[src/rtl/axi_write_arbiter.sv]
// Two-requester AXI4 single-beat write arbiter with one outstanding write.
// Define WRITE_ARB_ROUND_ROBIN_EN for round-robin arbitration; the default build uses fixed priority (req0 first).
module axi_write_arbiter #(
   parameter logic [3:0] BASE_ID = 4'b0000
) (
   input  logic        clk,
   input  logic        reset,
   input  logic        req0_we,
   input  logic [31:0] req0_addr,
   input  logic [31:0] req0_data,
   input  logic [3:0]  req0_sel,
   output logic        req0_done,
   input  logic        req1_we,
   input  logic [31:0] req1_addr,
   input  logic [31:0] req1_data,
   input  logic [3:0]  req1_sel,
   output logic        req1_done,
   output logic [3:0]  awid,
   output logic [31:0] awaddr,
   output logic [3:0]  awlen,
   output logic [2:0]  awsize,
   output logic [1:0]  awburst,
   output logic [1:0]  awlock,
   output logic [3:0]  awcache,
   output logic [2:0]  awprot,
   output logic        awvalid,
   input  logic        awready,
   output logic [3:0]  wid,
   output logic [31:0] wdata,
   output logic [3:0]  wstrb,
   output logic        wlast,
   output logic        wvalid,
   input  logic        wready,
   input  logic [3:0]  bid,
   input  logic [1:0]  bresp,
   input  logic        bvalid,
   output logic        bready
);

   typedef enum logic [1:0] {IDLE, ADDR_DATA, RESP} state_t;

   state_t      state_q, state_d;
   logic        grant_q, grant_d;
   logic        awValid_q, awValid_d;
   logic        wValid_q, wValid_d;
   logic [31:0] addr_q, addr_d;
   logic [31:0] data_q, data_d;
   logic [3:0]  sel_q, sel_d;
   logic        anyReq;
   logic        winner;
   logic        awDone;
   logic        wDone;
   logic        unusedBInputs;

   assign anyReq        = req0_we | req1_we;
   assign awDone        = ~awValid_q | awready;
   assign wDone         = ~wValid_q | wready;
   assign unusedBInputs = ^{bid, bresp};

`ifdef WRITE_ARB_ROUND_ROBIN_EN
   logic lastGrant_q, lastGrant_d;

   // On contention the requester that did not win last time goes next.
   assign winner = (req0_we & req1_we) ? ~lastGrant_q : req1_we;

   always_ff @(posedge clk or negedge reset) begin
      if (!reset) begin
         lastGrant_q <= 1'b1;
      end else begin
         lastGrant_q <= lastGrant_d;
      end
   end

   always_comb begin
      lastGrant_d = lastGrant_q;
      if (state_q == IDLE && anyReq) begin
         lastGrant_d = winner;
      end
   end
`else
   assign winner = ~req0_we;
`endif

   always_ff @(posedge clk or negedge reset) begin
      if (!reset) begin
         state_q   <= IDLE;
         grant_q   <= 1'b0;
         awValid_q <= 1'b0;
         wValid_q  <= 1'b0;
         addr_q    <= 32'h0;
         data_q    <= 32'h0;
         sel_q     <= 4'h0;
      end else begin
         state_q   <= state_d;
         grant_q   <= grant_d;
         awValid_q <= awValid_d;
         wValid_q  <= wValid_d;
         addr_q    <= addr_d;
         data_q    <= data_d;
         sel_q     <= sel_d;
      end
   end

   // AW and W retire independently; the response phase starts once both have.
   always_comb begin
      state_d   = state_q;
      grant_d   = grant_q;
      awValid_d = awValid_q;
      wValid_d  = wValid_q;
      addr_d    = addr_q;
      data_d    = data_q;
      sel_d     = sel_q;
      case (state_q)
         IDLE: begin
            if (anyReq) begin
               state_d   = ADDR_DATA;
               grant_d   = winner;
               awValid_d = 1'b1;
               wValid_d  = 1'b1;
               addr_d    = winner ? req1_addr : req0_addr;
               data_d    = winner ? req1_data : req0_data;
               sel_d     = winner ? req1_sel  : req0_sel;
            end
         end
         ADDR_DATA: begin
            if (awValid_q && awready) begin
               awValid_d = 1'b0;
            end
            if (wValid_q && wready) begin
               wValid_d = 1'b0;
            end
            if (awDone && wDone) begin
               state_d = RESP;
            end
         end
         RESP: begin
            if (bvalid) begin
               state_d = IDLE;
            end
         end
         default: state_d = IDLE;
      endcase
   end

   assign bready    = (state_q == RESP);
   assign req0_done = (state_q == RESP) & bvalid & ~grant_q;
   assign req1_done = (state_q == RESP) & bvalid & grant_q;

   assign awid    = BASE_ID + {3'b000, grant_q};
   assign wid     = BASE_ID + {3'b000, grant_q};
   assign awaddr  = addr_q;
   assign wdata   = data_q;
   assign wstrb   = sel_q;
   assign awvalid = awValid_q;
   assign wvalid  = wValid_q;
   assign awlen   = 4'b0000;
   assign awsize  = 3'b010;
   assign awburst = 2'b00;
   assign awlock  = 2'b00;
   assign awcache = 4'b0000;
   assign awprot  = 3'b000;
   assign wlast   = 1'b1;

endmodule

[config.mk]
export PLATFORM = sky130hd
export DESIGN_NAME = axi_write_arbiter
export DESIGN_NICKNAME = d
export VERILOG_FILES = /design/src/rtl/axi_write_arbiter.sv
export SDC_FILE = /design/constraint.sdc
export NUM_CORES = 1
export LEC_CHECK = 0
export BUFFER_PORTS_ARGS = -buffer_cell sky130_fd_sc_hd__buf_2
export CORE_AREA = 2 2 99 101
export CTS_BUF_LIST = sky130_fd_sc_hd__clkbuf_4
export CTS_CLUSTER_SIZE = 14
export DETAILED_ROUTE_END_ITERATION = 10
export DIE_AREA = 0 0 101 103
export PLACE_DENSITY = 0.83
export SLEW_MARGIN = 20
export SYNTH_ARGS = -nofsm -noshare
export SYNTH_HDL_FRONTEND = slang
export SYNTH_SLANG_ARGS = --single-unit
export TNS_END_PERCENT = 1
[constraint.sdc]
create_clock -name clk -period 1.69 [get_ports clk]
set_clock_uncertainty 0.1 [all_clocks]
set_input_delay 0.338 -clock clk [delete_from_list [all_inputs] [get_ports clk]]
set_output_delay 0.338 -clock clk [all_outputs]
set_load 0.01 [all_outputs]
==> results.toml <==
[outcome]
status = "finished, violations left"
violations = "negative setup slack"

[clocking]
clock_path_buffers = 2
numCtsBuffers = 9
clock-sinks = 73
cts_tree = "yes"
clk_pin_slew_ps = 120
worstSkewPairLatency_ps = 390
cts_htree_levels = 3
ctsRootBufferMaster = "clkbuf_4"

[global_routing]
overflow = 0
grt_pass1_wl_microns = 13100
antenna_found_initial = 0
grt_max_degree = 74
grtUsageTotal_pct = 16.3
grt_pass1_vias = 2793

[synth]
synth_most_common_cell = "mux2_4"
avgSynthCellArea_sq_um = 15.2
synth.top_cells.by_count = "76 x mux2_4, 73 x dfrtp_1, 60 x mux2_2, 27 x buf_4, 9 x buf_6"
synth.area.top_cells = "dfrtp_1 44%, mux2_4 28%, mux2_2 16%"
synth_top_area_share_pct = 44.3
synth_cells = 272
yosysWarnings = 0
synthFlopType = "dfrtp_1"
syn-cell-area_sq_um = 4120
ys_types = 19
synth-edff-count = 0
ys_seq_area_share_pct = 44.3
synth_top_area_cell = "dfrtp_1"
synthArstFlopShare_pct = 100
ys_ff_latch = 73

[finish]
drive_gt1_share_pct = 76.2
areaGrowthSynthToFinish_pct = 30.9
final_util_pct = 57.1
design_area_sq_um = 5400
multi_input_area_sq_um = 2010
n_fill_cell = 799
seqCellArea_sq_um = 1830
layout.nets = 640
antennaDiodeCount = 0

[pwr]
combPwrFrac_pct = 50.9
seq_power_share_pct = 35.3
swShare_pct = 33.1
p_clk_share_pct = 13.8
leakagePower_nw = 2.84
power.density_nw_per_um2 = 1660
ir_drop_v = 0.000778
p_int_mw = 6.00
power.switching_mw = 2.97

[min_path]
hp-class = "input pin to flip-flop"

[timing]
clock.fmax_mhz = 581
setup-violations-final = 39
rsz0062_at_grt = "true"
whs_ps = 59.5
fin_ws_ps = -32.0
period_minus_slack_ps = 1720
slew_viol_final = 0
hold_viol_final = 0
finalCritPeriodShare_pct = 102

[die]
ioPinCount = 249
die_x_microns = 101
initial_core_util_pct = 43.6
die_area_sq_um = 10400
num_rows = 36
core-area_sq_um = 9460
die_h_microns = 103

[worst_setup_path]
worst_setup_path_start_kind = "flip-flop"
worst-setup-path-type = "flip-flop to flip-flop"
crit_required_ps = 1890
crit_path_end_kind = "flip-flop"
crit_arrival_ps = 1920
crit_fanout = 32

[flow_run]
cap_violations = 0

[detailed_routing]
via_count = 2839
drtAntennaViolNets = 0
routedWlPerCell_microns = 14.4
drc = 0
firstDrtPassIters = 4
drt-initial-drc-count = 37
drt_wl_total_microns = 8770
vias_per_cell = 4.65

[place]
placed_cell_area_sq_um = 5190
place_ws_ps = 44.3
hpwl_microns = 6540
gp_congestion = 0.769
io_buffers = 217
## layout make-up
| type | count | area share [%] |
|---|---|---|
| clock buffers | 11 | 1.53 |
| clock inverters | 5 | 1.48 |
| inverters | 3 | 0.209 |
| multi-input cells | 176 | 37.3 |
| flip-flops and latches | 73 | 33.9 |
| well taps | 114 | 2.64 |
| repair buffers | 228 | 23.0 |
## cells by family (layout without fill, tap and decap cells)
kind of cell           Yosys count  in the layout  share of synthesized area [%]
AOI/OAI and AO/OA                8              8                           1.34
other                            2             25                          0.182
muxes                          136            136                           44.1
buffers and inverters           46            247                           9.23
and+or+nand+nor                  7              7                          0.880
DFF                             73             73                           44.3
## final timing paths
| path | end | cells after the start | start | slack [ps] |
|---|---|---|---|---|
| worst max-delay path | awaddr[1] | 5 | state_q[1] | -30 |
| min in group asynchronous | wdata[11] | 3 | reset | 350 |
| worst min-delay path | state_q[1] | 2 | bvalid | 60 |
| max in group asynchronous | awaddr[4] | 3 | reset | 770 |
| worst max register to register | awaddr[1] | 5 | state_q[1] | -30 |
| worst min register to register | wdata[5] | 1 | wdata[5] | 410 |
## critical path, stage by stage (launching register included)
cell     delay (ps)
dfrtp_1         400
buf_4           140
nor2_1          170
o21a_4          190
buf_12          240
mux2_2          370
## repair_timing
item,4_1_cts,5_1_grt
pin swaps,1,1
hold buffers,3,0
endpoints found under the hold margin,75,0
resized for setup,1,0
buffers inserted,1,0
setup endpoints to repair,3,62
## stage by stage
stage          instances  TNS, ps  total power [mW]
4_1_cts              610     -301              9.09
6_report             610     -560              8.97
5_1_grt              610    -2400              9.56
3_3_place_gp         590        0              7.61
2_1_floorplan        295        0              6.39
3_5_place_dp         590        0              7.76
## power by group through the flow
| stage | Sequential, mW | Combinational, mW | Clock [mW] |
|---|---|---|---|
| 2_1_floorplan | 3.57 | 2.81 | 0 |
| 3_3_place_gp | 3.14 | 4.47 | 0 |
| 3_5_place_dp | 3.18 | 4.58 | 0 |
| 4_1_cts | 3.17 | 4.63 | 1.28 |
| 5_1_grt | 3.29 | 4.89 | 1.38 |
| 6_report | 3.17 | 4.56 | 1.24 |
## layout by cell type (no fill, tap or decap), drive strengths merged
cell	instances
buf	225
mux2	136
dfrtp	73
conb	25
clkbuf	11
inv	3
dlygate4sd3	3
nor2	2
o22ai	2
a21oi	2
a2bb2oi	2
bufinv	2
nor2b	2
clkinv	2
nand2	1
and3	1
o21a	1
a21o	1
nand2b	1
clkinvlp	1
## metal layers
layer | vias up | track usage [%] | share of wire (%)
met5 | - | 0 | 0
met4 | 0 | 4.37 | 0.27
met3 | 2 | 4.34 | 6.6
met2 | 128 | 29.9 | 53
met1 | 1367 | 18.9 | 40
li1 | 1342 | - | -
## registers in the layout, indices dropped and copies added, names as in the netlist
| register | count |
|---|---|
| grant_q | 1 |
| awvalid | 1 |
| wvalid | 1 |
| wstrb | 4 |
| wdata | 32 |
| awaddr | 32 |
| state_q | 2 |
(Power assumes the default switching activity.)
